## src/rtl/rca_pkg.sv

```systemverilog
// rtl/rca_pkg.sv - shared constants and configuration check for the pipelined ripple-carry adder
package rca_pkg;

    localparam logic SUB_MODE = 1'b1;
    localparam logic ADD_MODE = 1'b0;

    // True when WIDTH splits into STAGES equal, non-empty segments.
    function automatic bit width_ok(input int w, input int s);
        return (s >= 1) && (s <= w) && ((w % s) == 0);
    endfunction

endpackage

```

## src/rtl/full_adder.sv

```systemverilog
// rtl/full_adder.sv - single-bit full adder cell
// Ports: i_a, i_b, i_c -> o_s (sum), o_c (carry out)
module full_adder (
    input  logic i_a,
    input  logic i_b,
    input  logic i_c,
    output logic o_s,
    output logic o_c
);

    logic w_p;

    assign w_p = i_a ^ i_b;
    assign o_s = w_p ^ i_c;
    assign o_c = (i_a & i_b) | (i_c & w_p);

endmodule

```

## src/rtl/rca_segment.sv

```systemverilog
// rtl/rca_segment.sv - combinational SEG-bit ripple-carry chain
// Ports: i_a, i_b (SEG bits), i_cin -> o_sum (SEG bits), o_cout, o_cmsb_in (carry into top bit)
module rca_segment #(
    parameter int SEG = 4
) (
    output logic [SEG-1:0] o_sum,
    output logic           o_cout,
    output logic           o_cmsb_in,
    input  logic [SEG-1:0] i_a,
    input  logic [SEG-1:0] i_b,
    input  logic           i_cin
);

    // Carries are kept as per-bit scalars so the chain is not one vector
    // feeding back into itself.
    genvar i;
    generate
        for (i = 0; i < SEG; i++) begin : g_bit
            logic w_ci;
            logic w_co;
            if (i == 0) begin : g_first
                assign w_ci = i_cin;
            end else begin : g_next
                assign w_ci = g_bit[i-1].w_co;
            end
            full_adder u_fa (
                .i_a (i_a[i]),
                .i_b (i_b[i]),
                .i_c (w_ci),
                .o_s (o_sum[i]),
                .o_c (w_co)
            );
        end
    endgenerate

    assign o_cout    = g_bit[SEG-1].w_co;
    assign o_cmsb_in = g_bit[SEG-1].w_ci;

endmodule

```

## src/rtl/pipelined_rca.sv

```systemverilog
// rtl/pipelined_rca.sv - pipelined ripple-carry adder/subtractor with valid/ready streams
// Ports: i_clk, i_rst_n (async active-low); input beat i_in_valid/o_in_ready with
//        i_a, i_b, i_cin, i_sub; output beat o_out_valid/i_out_ready with o_sum, o_cout, o_ovf
module pipelined_rca
    import rca_pkg::*;
#(
    parameter int WIDTH  = 16,
    parameter int STAGES = 4
) (
    input  logic             i_clk,
    input  logic             i_rst_n,
    input  logic             i_in_valid,
    output logic             o_in_ready,
    input  logic [WIDTH-1:0] i_a,
    input  logic [WIDTH-1:0] i_b,
    input  logic             i_cin,
    input  logic             i_sub,
    output logic             o_out_valid,
    input  logic             i_out_ready,
    output logic [WIDTH-1:0] o_sum,
    output logic             o_cout,
    output logic             o_ovf
);

    localparam int SEG  = WIDTH / STAGES;
    localparam int LAST = STAGES - 1;

    generate
        if (!width_ok(WIDTH, STAGES)) begin : g_bad_cfg
            $error("pipelined_rca: WIDTH must be a multiple of STAGES, 1 <= STAGES <= WIDTH");
        end
    endgenerate

    // Subtraction as A + ~B + ~borrow, so Sub=1/Cin=0 yields A-B.
    logic [WIDTH-1:0] w_beff;
    logic             w_ceff;

    assign w_beff = (i_sub == SUB_MODE) ? ~i_b : i_b;
    assign w_ceff = (i_sub == SUB_MODE) ? ~i_cin : i_cin;

    // w_free[k]: stage k may load this edge (empty, or its content moves on).
    logic [STAGES-1:0] w_v;
    logic [STAGES-1:0] w_free;

    always_comb begin
        w_free       = '0;
        w_free[LAST] = !w_v[LAST] || i_out_ready;
        for (int k = LAST - 1; k >= 0; k--) begin
            w_free[k] = !w_v[k] || w_free[k+1];
        end
    end

    assign o_in_ready = w_free[0];

    genvar k;
    generate
        for (k = 0; k < STAGES; k++) begin : g_st
            localparam int LO   = k * SEG;
            localparam int DONE = LO + SEG;

            // Operand bits not yet consumed, lowest SEG of which this stage adds.
            logic [WIDTH-LO-1:0] w_a_in;
            logic [WIDTH-LO-1:0] w_b_in;
            logic                w_c_in;
            logic                w_v_in;
            logic [DONE-1:0]     w_sum_nxt;
            logic [SEG-1:0]      w_seg_sum;
            logic                w_seg_cout;
            logic                w_seg_cmsb;

            logic                r_v;
            logic                r_c;
            logic [DONE-1:0]     r_sum;

            if (k == 0) begin : g_src
                assign w_a_in    = i_a;
                assign w_b_in    = w_beff;
                assign w_c_in    = w_ceff;
                assign w_v_in    = i_in_valid;
                assign w_sum_nxt = w_seg_sum;
            end else begin : g_src
                assign w_a_in    = g_st[k-1].g_up.r_a;
                assign w_b_in    = g_st[k-1].g_up.r_b;
                assign w_c_in    = g_st[k-1].r_c;
                assign w_v_in    = g_st[k-1].r_v;
                assign w_sum_nxt = {w_seg_sum, g_st[k-1].r_sum};
            end

            rca_segment #(
                .SEG (SEG)
            ) u_seg (
                .o_sum     (w_seg_sum),
                .o_cout    (w_seg_cout),
                .o_cmsb_in (w_seg_cmsb),
                .i_a       (w_a_in[SEG-1:0]),
                .i_b       (w_b_in[SEG-1:0]),
                .i_cin     (w_c_in)
            );

            assign w_v[k] = r_v;

            // Data only loads with a valid beat, so idle-input X never enters.
            always_ff @(posedge i_clk or negedge i_rst_n) begin
                if (!i_rst_n) begin
                    r_v   <= 1'b0;
                    r_c   <= 1'b0;
                    r_sum <= '0;
                end else if (w_free[k]) begin
                    r_v <= w_v_in;
                    if (w_v_in) begin
                        r_c   <= w_seg_cout;
                        r_sum <= w_sum_nxt;
                    end
                end
            end

            if (k < LAST) begin : g_up
                logic [WIDTH-DONE-1:0] r_a;
                logic [WIDTH-DONE-1:0] r_b;

                always_ff @(posedge i_clk or negedge i_rst_n) begin
                    if (!i_rst_n) begin
                        r_a <= '0;
                        r_b <= '0;
                    end else if (w_free[k] && w_v_in) begin
                        r_a <= w_a_in[WIDTH-LO-1:SEG];
                        r_b <= w_b_in[WIDTH-LO-1:SEG];
                    end
                end
            end else begin : g_msb
                logic r_cmsb;

                always_ff @(posedge i_clk or negedge i_rst_n) begin
                    if (!i_rst_n) begin
                        r_cmsb <= 1'b0;
                    end else if (w_free[k] && w_v_in) begin
                        r_cmsb <= w_seg_cmsb;
                    end
                end
            end
        end
    endgenerate

    assign o_out_valid = g_st[LAST].r_v;
    assign o_sum       = g_st[LAST].r_sum;
    assign o_cout      = g_st[LAST].r_c;
    assign o_ovf       = g_st[LAST].r_c ^ g_st[LAST].g_msb.r_cmsb;

endmodule
```

## config.mk

```make
export PLATFORM = sky130hd
export DESIGN_NAME = pipelined_rca
export DESIGN_NICKNAME = d
export VERILOG_FILES = /design/src/rtl/rca_pkg.sv /design/src/rtl/full_adder.sv /design/src/rtl/rca_segment.sv /design/src/rtl/pipelined_rca.sv
export SDC_FILE = /design/constraint.sdc
export NUM_CORES = 1
export LEC_CHECK = 0
export CAP_MARGIN = 10
export CORE_ASPECT_RATIO = 0.7
export CORE_MARGIN = 2
export CORE_UTILIZATION = 45
export DETAILED_ROUTE_END_ITERATION = 16
export PLACE_DENSITY_LB_ADDON = 0.3
export SLEW_MARGIN = 20
export SYNTH_ARGS = -nofsm -noshare
export SYNTH_HDL_FRONTEND = slang
export SYNTH_SLANG_ARGS = --single-unit
export TNS_END_PERCENT = 1
```

## constraint.sdc

```tcl
create_clock -name i_clk -period 2.46 [get_ports i_clk]
set_clock_uncertainty 0.2 [all_clocks]
set_input_delay 0.492 -clock i_clk [delete_from_list [all_inputs] [get_ports i_clk]]
set_output_delay 0.492 -clock i_clk [all_outputs]
set_load 0.01 [all_outputs]
```

# Yosys cells after proc, flatten, opt, wreduce, memory -nomap -nowiden
# Index checks and enable logic that the tools add are counted.
[classes]
bitwise_logic = 83
mux = 2
reduce_logical = 16
[ops]
columns = ["operator", "n"]
rows = [
  ["$xor A1 B1 Y1", 33],
  ["$and A1 B1 Y1", 32],
  ["$mux W16", 1],
  ["$not A16 Y16", 1],
  ["$or A1 B1 Y1", 16],
  ["$reduce_and A2 Y1", 4],
  ["$logic_and A1 B1 Y1", 4],
  ["$logic_not A1 Y1", 4],
  ["$logic_or A1 B1 Y1", 4],
  ["$mux W1", 1],
  ["$not A1 Y1", 1],
]
[word_totals]
reg_bits = 97
inputBits = 38
output_inout_bits = 20

# Longest topological paths before layout
# Gate-level depths: netlist of the first run.
[logic_depth]
ltp_word = 11
depth_mapped = 9
mapped_depth_nobuf = 9

# Hierarchy
# Synthesis of the first run repeated with hierarchy kept, for this count alone.
[unflattened]
hier_cells = 247
hier_area_um2 = 4136.5
[modules_own_cells]
columns = ["module", "n_inst", "area_each_um2", "seq_area_each_um2", "cells_each"]
rows = [
  ["pipelined_rca", 1, 3816.2, 2427.3, 231],
  ["full_adder", 16, 20.0, 0.0, 1],
]

# Worst setup path after synthesis of the first run
# Ideal clock, no wire load.
[synth_timing]
path_kind = "in2reg"
start = "input i_sub"
end = "register g_st[0].r_sum[3]"
arrival_time_ps = 2936
path_slack_ps = -801
cell_stages = 9
cell_sequence = "buf_2 buf_2 xnor2_1 fa_1 fa_1 fa_1 inv_1 fa_1 mux2_2"
[synth_between]
elab_chain_len = 9
elab_cells_between_ends = 16
classes_between = "mux: 2; bitwise: 14"
[synth_rtl]
columns = ["element", "line", "text"]
rows = [
  ["start: declaration", "pipelined_rca.sv:17", "input logic i_sub,"],
  ["$mux W16", "pipelined_rca.sv:38", "assign w_beff = (i_sub == SUB_MODE) ? ~i_b : i_b;"],
  ["$xor A1 B1 Y1", "full_adder.sv:13", "assign w_p = i_a ^ i_b;"],
  ["$and A1 B1 Y1", "full_adder.sv:15", "assign o_c = (i_a & i_b) | (i_c & w_p);"],
  ["$or A1 B1 Y1", "full_adder.sv:15", ""],
  ["$and A1 B1 Y1", "full_adder.sv:15", ""],
  ["$or A1 B1 Y1", "full_adder.sv:15", ""],
  ["$and A1 B1 Y1", "full_adder.sv:15", ""],
  ["$or A1 B1 Y1", "full_adder.sv:15", ""],
  ["$xor A1 B1 Y1 (*)", "full_adder.sv:14", "assign o_s = w_p ^ i_c;"],
  ["named net g_st[0].u_seg.g_bit[3].u_fa.o_s", "full_adder.sv:7", "output logic o_s,"],
  ["end signal: assignment", "pipelined_rca.sv:112", "r_sum <= w_sum_nxt;"],
  ["end: declaration", "pipelined_rca.sv:73", "logic [DONE-1:0] r_sum;"],
]
# The timed path passes the listed nets; every way through them passes the cells marked *.
# A chain may end at the register's enable or synchronous reset.

# Worst setup path in the final report of the first run
# Same ends and word-level chain as after synthesis.

==> metrics.txt, run 1 <==
Placer Congestion=roughly 0.74; WS Path Type=in -> reg; Max IR drop VDD=a little under 400 uV; average routed wire per standard cell=between 15 and 20 um; Nets=between 400 and 500; CTS tree=yes; Inserted Diodes=0; Slew Limit Fails=0; flops & latches, synth=slightly below 100; CTS Sinks=between 90 and 100; vias=between 2k and 2.5k; commonest non-fill, non-tap cells in the layout=dfrtp_1 (97), mux2_2 (63), clkdlybuf4s50_1 (50); most common cell after layout, fill and taps aside=dfrtp_1; final worst-path cycle share=102%; Routed WL=7.47 mm; CP max-delay cell=fa_1; syn_nets=341; sequential share of the synthesized area=56.7%; crit end category=flop; dpl hpwl=around 5.1 mm; Area Overhead vs Synth=26.0%; maxcap violations=0; Tmin final=between 2 and 3 ns; port bufs=between 50 and 60; Die Height=approximately 86 um; area occupied by multi-input gates=approximately 1700 um^2; RSZ-0062 raised after global routing=true; Die X=approximately 120 um; crit path max fanout=3; io pins=58; Post-CTS Hold Fix Bufs=0; row count=29; Startpoint Class=primary input; drt first pass iters=4; vias per std cell=4.77; post-synth cell types=25; largest net degree at the start of global routing=about 100; CP Data Required Time=about 2.5 ns; global-route wire length before repair=roughly 13 mm; Die Area=10300 um^2; vias in the first global route=approximately 2.6k; FF-to-FF path depth=9; final hold violations=12; most used cell, CP=fa_2; CTS root buf=clkbuf_16; fillers=between 700 and 800; synthesized instance count=287; 1st-iter DRT viols=around 140; final worst slack=-0.0457 ns; share of layout cells above drive strength 1=35.5%; Synth Area per Inst=14.9 um^2; Tot GR Track Use=~16%; critical path arrival=about 2.5 ns; Setup TNS=-0.0613 ns; Cell Pwr Density=between 1000 and 1500 nW/um^2; sequential cell area=approximately 2400 um^2; Setup Fix Bufs, Post-CTS=0; Core ar.=9140 um^2; Max transition margin=between 60% and 70%; leakage=2.40 nW; worst hold margin=-0.0220 ns; status=complete, but fails checks; clk buf depth=2; number of CTS-inserted buffers=9; Worst Hold Class=in -> async; residual DRC count=0; Max Freq=~400 MHz; worst-skew pair later-pin latency=0.34 ns; H-tree depth=3; Detail Route Antenna Nets=0; Ys Warns=0; pre-CTS setup slack=-0.918 ns; GRT overflow=0; initial core utilization=a little under half; Worst-Margin Slew=approximately 0.52 ns; Clk pin slew, worst setup/hold paths=around 0.060 ns; CP cell instances=buf_6 -> xnor2_4 -> fa_2 -> fa_2 -> fa_2 -> inv_2 -> fa_1 -> mux2_4; Final Setup Violations=2; max incr delay on CP=around 0.4 ns; Synth Cell Area=between 4000 and 5000 um^2; failing checks=hold timing, setup timing; initial antenna violation count=0
critical path, delay by kind of cell:
family | cells | cell delay (ns)
fa+ha+maj | 4 | 1.47
mux | 1 | 0.28
buf+inv | 2 | 0.17
xor+xnor | 1 | 0.12
layer usage:
metal / GRT usage [%] / wire [um]
met1: 22.5 / 3570
met2: 24.6 / 3460
met3: 6.05 / 364
met4: 4.12 / 64
met5: 0 / 0
stage by stage:
| stage | utilization [%] | std cells | instance area, um^2 | power [mW] | hold slack [ns] |
|---|---|---|---|---|---|
| 2_1_floorplan | - | 287 | 4310 | 3.51 | -0.00359 |
| 3_3_place_gp | 55.1 | 466 | 5040 | 4.17 | 0.267 |
| 3_5_place_dp | 55.1 | 466 | 5040 | 4.27 | 0.278 |
| 4_1_cts | 58.8 | 482 | 5380 | 5.73 | 0.0306 |
| 5_1_grt | 59.0 | 482 | 5400 | 6.10 | 0.0492 |
| 6_report | 59.0 | 482 | 5400 | 5.70 | -0.0220 |
kinds of logic (layout without fill, tap and decap cells):
group           Yosys count  in the layout  share of synthesized area, %
fa+ha+maj                16             16                          7.48
buf+inv                  45            116                          5.38
mux                      88             88                          23.3
simple gates              8              8                          1.20
compound gates           15             15                          2.31
xor+xnor                 18             18                          3.68
flops                    97             97                          56.7
final cells by class:
class                           instances  share of cell area, %
Clock buffer                           14                   5.08
Multi-Input combinational cell        145                   31.3
Clock inverter                          2                  0.649
Tap cell                              124                   2.88
Timing Repair Buffer                   66                   12.7
Sequential cell                        97                   45.0
Inverter                               34                   2.36
worst paths after layout:
| kind | start | end | slack, ns |
|---|---|---|---|
| hold reg to reg | g_st[1].g_up.r_b[7] | g_st[1].g_up.r_b[7] | 0.28 |
| min in group i_clk | g_st[1].g_up.r_b[7] | g_st[1].g_up.r_b[7] | 0.28 |
| setup / recovery | i_sub | g_st[0].r_sum[3] | -0.05 |
| hold / removal | i_rst_n | g_st[2].r_sum[5] | -0.02 |
| setup reg to reg | g_st[2].r_c | o_sum[15] | -0.02 |
| max in group asynchronous | i_rst_n | g_st[2].r_sum[3] | 1.66 |
flip-flops by register name, summed over array words and instances, names as in the netlist:
register / cells
o_out_valid: 1
g_st.g_msb.r_cmsb: 1
g_st.r_sum: 24
g_st.r_v: 3
o_cout: 1
o_sum: 16
g_st.g_up.r_a: 24
g_st.g_up.r_b: 24
g_st.r_c: 3
repair_timing:
action | 4_1_cts | 5_1_grt
endpoints found under the hold margin | 0 | 0
endpoints found under the setup margin | 6 | 4
gates resized for setup | 30 | 14
pin swaps | 7 | 8
synth_stat cells:
| library cell | number | area (um^2) |
|---|---|---|
| mux2_4 | 5 | 75.1 |
| o21ai_0 | 10 | 50.1 |
| nor2b_1 | 1 | 6.26 |
| nand2b_1 | 1 | 6.26 |
| buf_4 | 3 | 22.5 |
| nand2_1 | 2 | 7.51 |
| dfrtp_1 | 97 | 2430 |
| buf_6 | 4 | 45.0 |
| xnor2_1 | 6 | 52.6 |
| buf_2 | 3 | 15.0 |
| mux2_1 | 7 | 78.8 |
| a21o_1 | 1 | 7.51 |
| fa_1 | 16 | 320 |
| o21bai_1 | 1 | 7.51 |
| o21ai_4 | 1 | 16.3 |
| xor2_1 | 12 | 105 |
| nand2_2 | 1 | 6.26 |
| mux2_2 | 65 | 732 |
| buf_12 | 1 | 20.0 |
| mux2i_1 | 11 | 110 |
| o21ai_2 | 2 | 17.5 |
| inv_1 | 34 | 128 |
| nand2b_4 | 1 | 13.8 |
| nand3_1 | 1 | 5.00 |
| or2_2 | 1 | 6.26 |
power breakdown:
part           leakage (nW)  switching (mW)  internal (mW)
Sequential             1.13           0.315           2.18
Clock                 0.153           0.551          0.870
Combinational          1.12           0.722           1.06
Total                  2.40            1.59           4.11
(Power assumes the default switching activity.)
==> run 2, diff against run 1 <==
Settings changed: CAP_MARGIN 10 to not set, DONT_BUFFER_PORTS set to 1.
==> run 2 against run 1 <==
The run ends with hold timing left; via count shrank 9.8%; total power shrank 6.4%; hold slack lost 0.32 ns; routed wire length shrank 8.8%; final cell count shrank 13%; sequential share of layout area grew 6.0 points; die area is the same; clock power up 6%; critical endpoint is now o_sum[15]; largest power group unchanged; highest routed layer unchanged.
==> metrics.txt, run 2 (synthesis results as in run 1) <==
1st-iter DRT viols=54; status=complete, but fails checks; CTS root buf=clkbuf_16; global routing usage on met3=about 5.2%; Area Overhead vs Synth=11.3%; vias per std cell=a little under 5; port bufs=0; leakage=2.13 nW; FF-to-FF path depth=9; last element of the critical path=o_sum[15]; Nets=around 350; Worst Hold Class=in -> async; Slew Limit Fails=0; failing checks=hold timing; Final Setup Violations=0; critical path arrival=2.43 ns; H-tree depth=3; setup slack, reg-to-reg=between 0.04 and 0.05 ns; RSZ-0062 raised after global routing=true; dpl hpwl=about 4.5 mm; Largest regs=g_st.g_up.r_a x24, g_st.g_up.r_b x24, g_st.r_sum x24; Setup Fix Bufs, Post-CTS=0; final worst-path cycle share=98.3%; Clk pin slew, worst setup/hold paths=approximately 0.060 ns; most common cell after layout, fill and taps aside=dfrtp_1; Worst-Margin Slew=~0.47 ns; post-route insts no fill=approximately 420; Placed Cells=between 400 and 500; met2 Track Usage GR=between 20 and 25%; average routed wire per standard cell=16.2 um; Startpoint Class=flop; Worst R2R Start=g_st[2].r_c; drt first pass iters=4; initial antenna violation count=0; reg2reg end=o_sum[15]; crit end category=flop; WS Path Type=reg -> reg; Max IR drop VDD=between 400 and 500 uV; Core ar.=around 9000 um^2; GRT overflow=0; Inserted Diodes=0; crit path max fanout=2; residual DRC count=0; Routed WL=a little under 7 mm; GR peak layer=met2; commonest non-fill, non-tap cells in the layout=dfrtp_1 (97), mux2_2 (65), inv_1 (24); max incr delay on CP=a little under 0.4 ns; vias in the first global route=2266; CTS tree=yes; CP cell instances=inv_2 -> fa_2 -> inv_2 -> fa_2 -> inv_2 -> fa_2 -> inv_2 -> fa_1 -> mux2_2; met1 Use GR=20.9%; global-route wire length before repair=roughly 12 mm; Detail Route Antenna Nets=0; Die Area=10300 um^2; CP Data Required Time=2.48 ns; most used cell, CP=inv_2; worst hold margin=-0.345 ns; number of CTS-inserted buffers=9; Cell Pwr Density=1120 nW/um^2; Tot GR Track Use=around 15%; Placer Congestion=between 0.7 and 0.8; clk buf depth=2; Die X=about 120 um; io pins=58; vias=2075; maxcap violations=0; Tmin final=between 2 and 2.5 ns; Die Height=between 80 and 90 um; worst-skew pair later-pin latency=around 0.33 ns; row count=29; initial core utilization=between 40 and 50%; final hold violations=between 90 and 100; CP max-delay cell=fa_1; CP Launch Point=g_st[2].r_c; Max transition margin=68.6%; share of layout cells above drive strength 1=about two fifths; largest net degree at the start of global routing=roughly 100; Max Freq=approximately 410 MHz; Design Power=around 5.3 mW; CTS Sinks=slightly below 100
run 2: changes by cell type in the layout (fill, tap and decap cells not counted), sizes merged:
cell and change:
buf -8, bufinv +1, clkbuf -4, clkdlybuf4s50 -50, clkinv +1, clkinvlp +1, dlygate4sd2 -1, dlymetal6s2s -1
run 2: repair_timing:
item | 4_1_cts | 5_1_grt
hold endpoints to repair | 97 | 97
gates resized for setup | 8 | 9
pin swaps | 1 | 5
setup endpoints to repair | 3 | 5
run 2: worst max-delay path, delay by kind of cell, from the launching register on:
kind | cells | cell delay (ns)
DFF | 1 | 0.34
adders and majority gates | 4 | 1.29
buffers and inverters | 4 | 0.21
muxes | 1 | 0.26
run 2: through the flow:
step | TNS (ns) | hold slack [ns] | setup WS [ns] | util, % | instance area [um^2]
detailed placement | -0.493 | -0.0000177 | -0.309 | 48.3 | 4420
floorplan | -0.743 | -0.00359 | -0.559 | - | 4310
global route | -0.0422 | -0.365 | -0.0420 | 52.1 | 4760
CTS | 0 | -0.359 | 0.0155 | 52.0 | 4760
global placement | -0.431 | -0.000693 | -0.271 | 48.3 | 4420
finish | 0 | -0.345 | 0.0414 | 52.1 | 4760
run 2: layout make-up:
cell class	count	area (um^2)
clock buffer	11	253
clock inverter	5	77.6
fill	791	4380
inverter	34	128
multi-input combinational	145	1660
sequential	97	2430
tap	124	155
timing repair buffer	5	62.6
run 2: worst min path at each step:
stage	to	slack [ns]	depth (start not counted)
floorplan	g_st[0].g_up.r_a[0]	-0.004	0
global placement	o_sum[5]	-0.0007	0
detailed placement	o_sum[5]	-0.00002	0
CTS	g_st[2].g_up.r_b[2]	-0.36	0
global route	o_sum[5]	-0.37	0
finish	o_sum[5]	-0.35	0
run 2: per-layer routing:
| layer | vias to the layer above | wire length, um |
|---|---|---|
| li1 | 957 | - |
| met1 | 1067 | 3270 |
| met2 | 45 | 3010 |
| met3 | 6 | 440 |
| met4 | 0 | 91 |
| met5 | - | 0 |
run 2: power breakdown:
| group | total [mW] | switching (mW) | internal, mW | leakage [nW] |
|---|---|---|---|---|
| Clock | 1.50 | 0.557 | 0.942 | 0.162 |
| Sequential | 2.58 | 0.395 | 2.18 | 1.13 |
| Combinational | 1.26 | 0.534 | 0.724 | 0.839 |
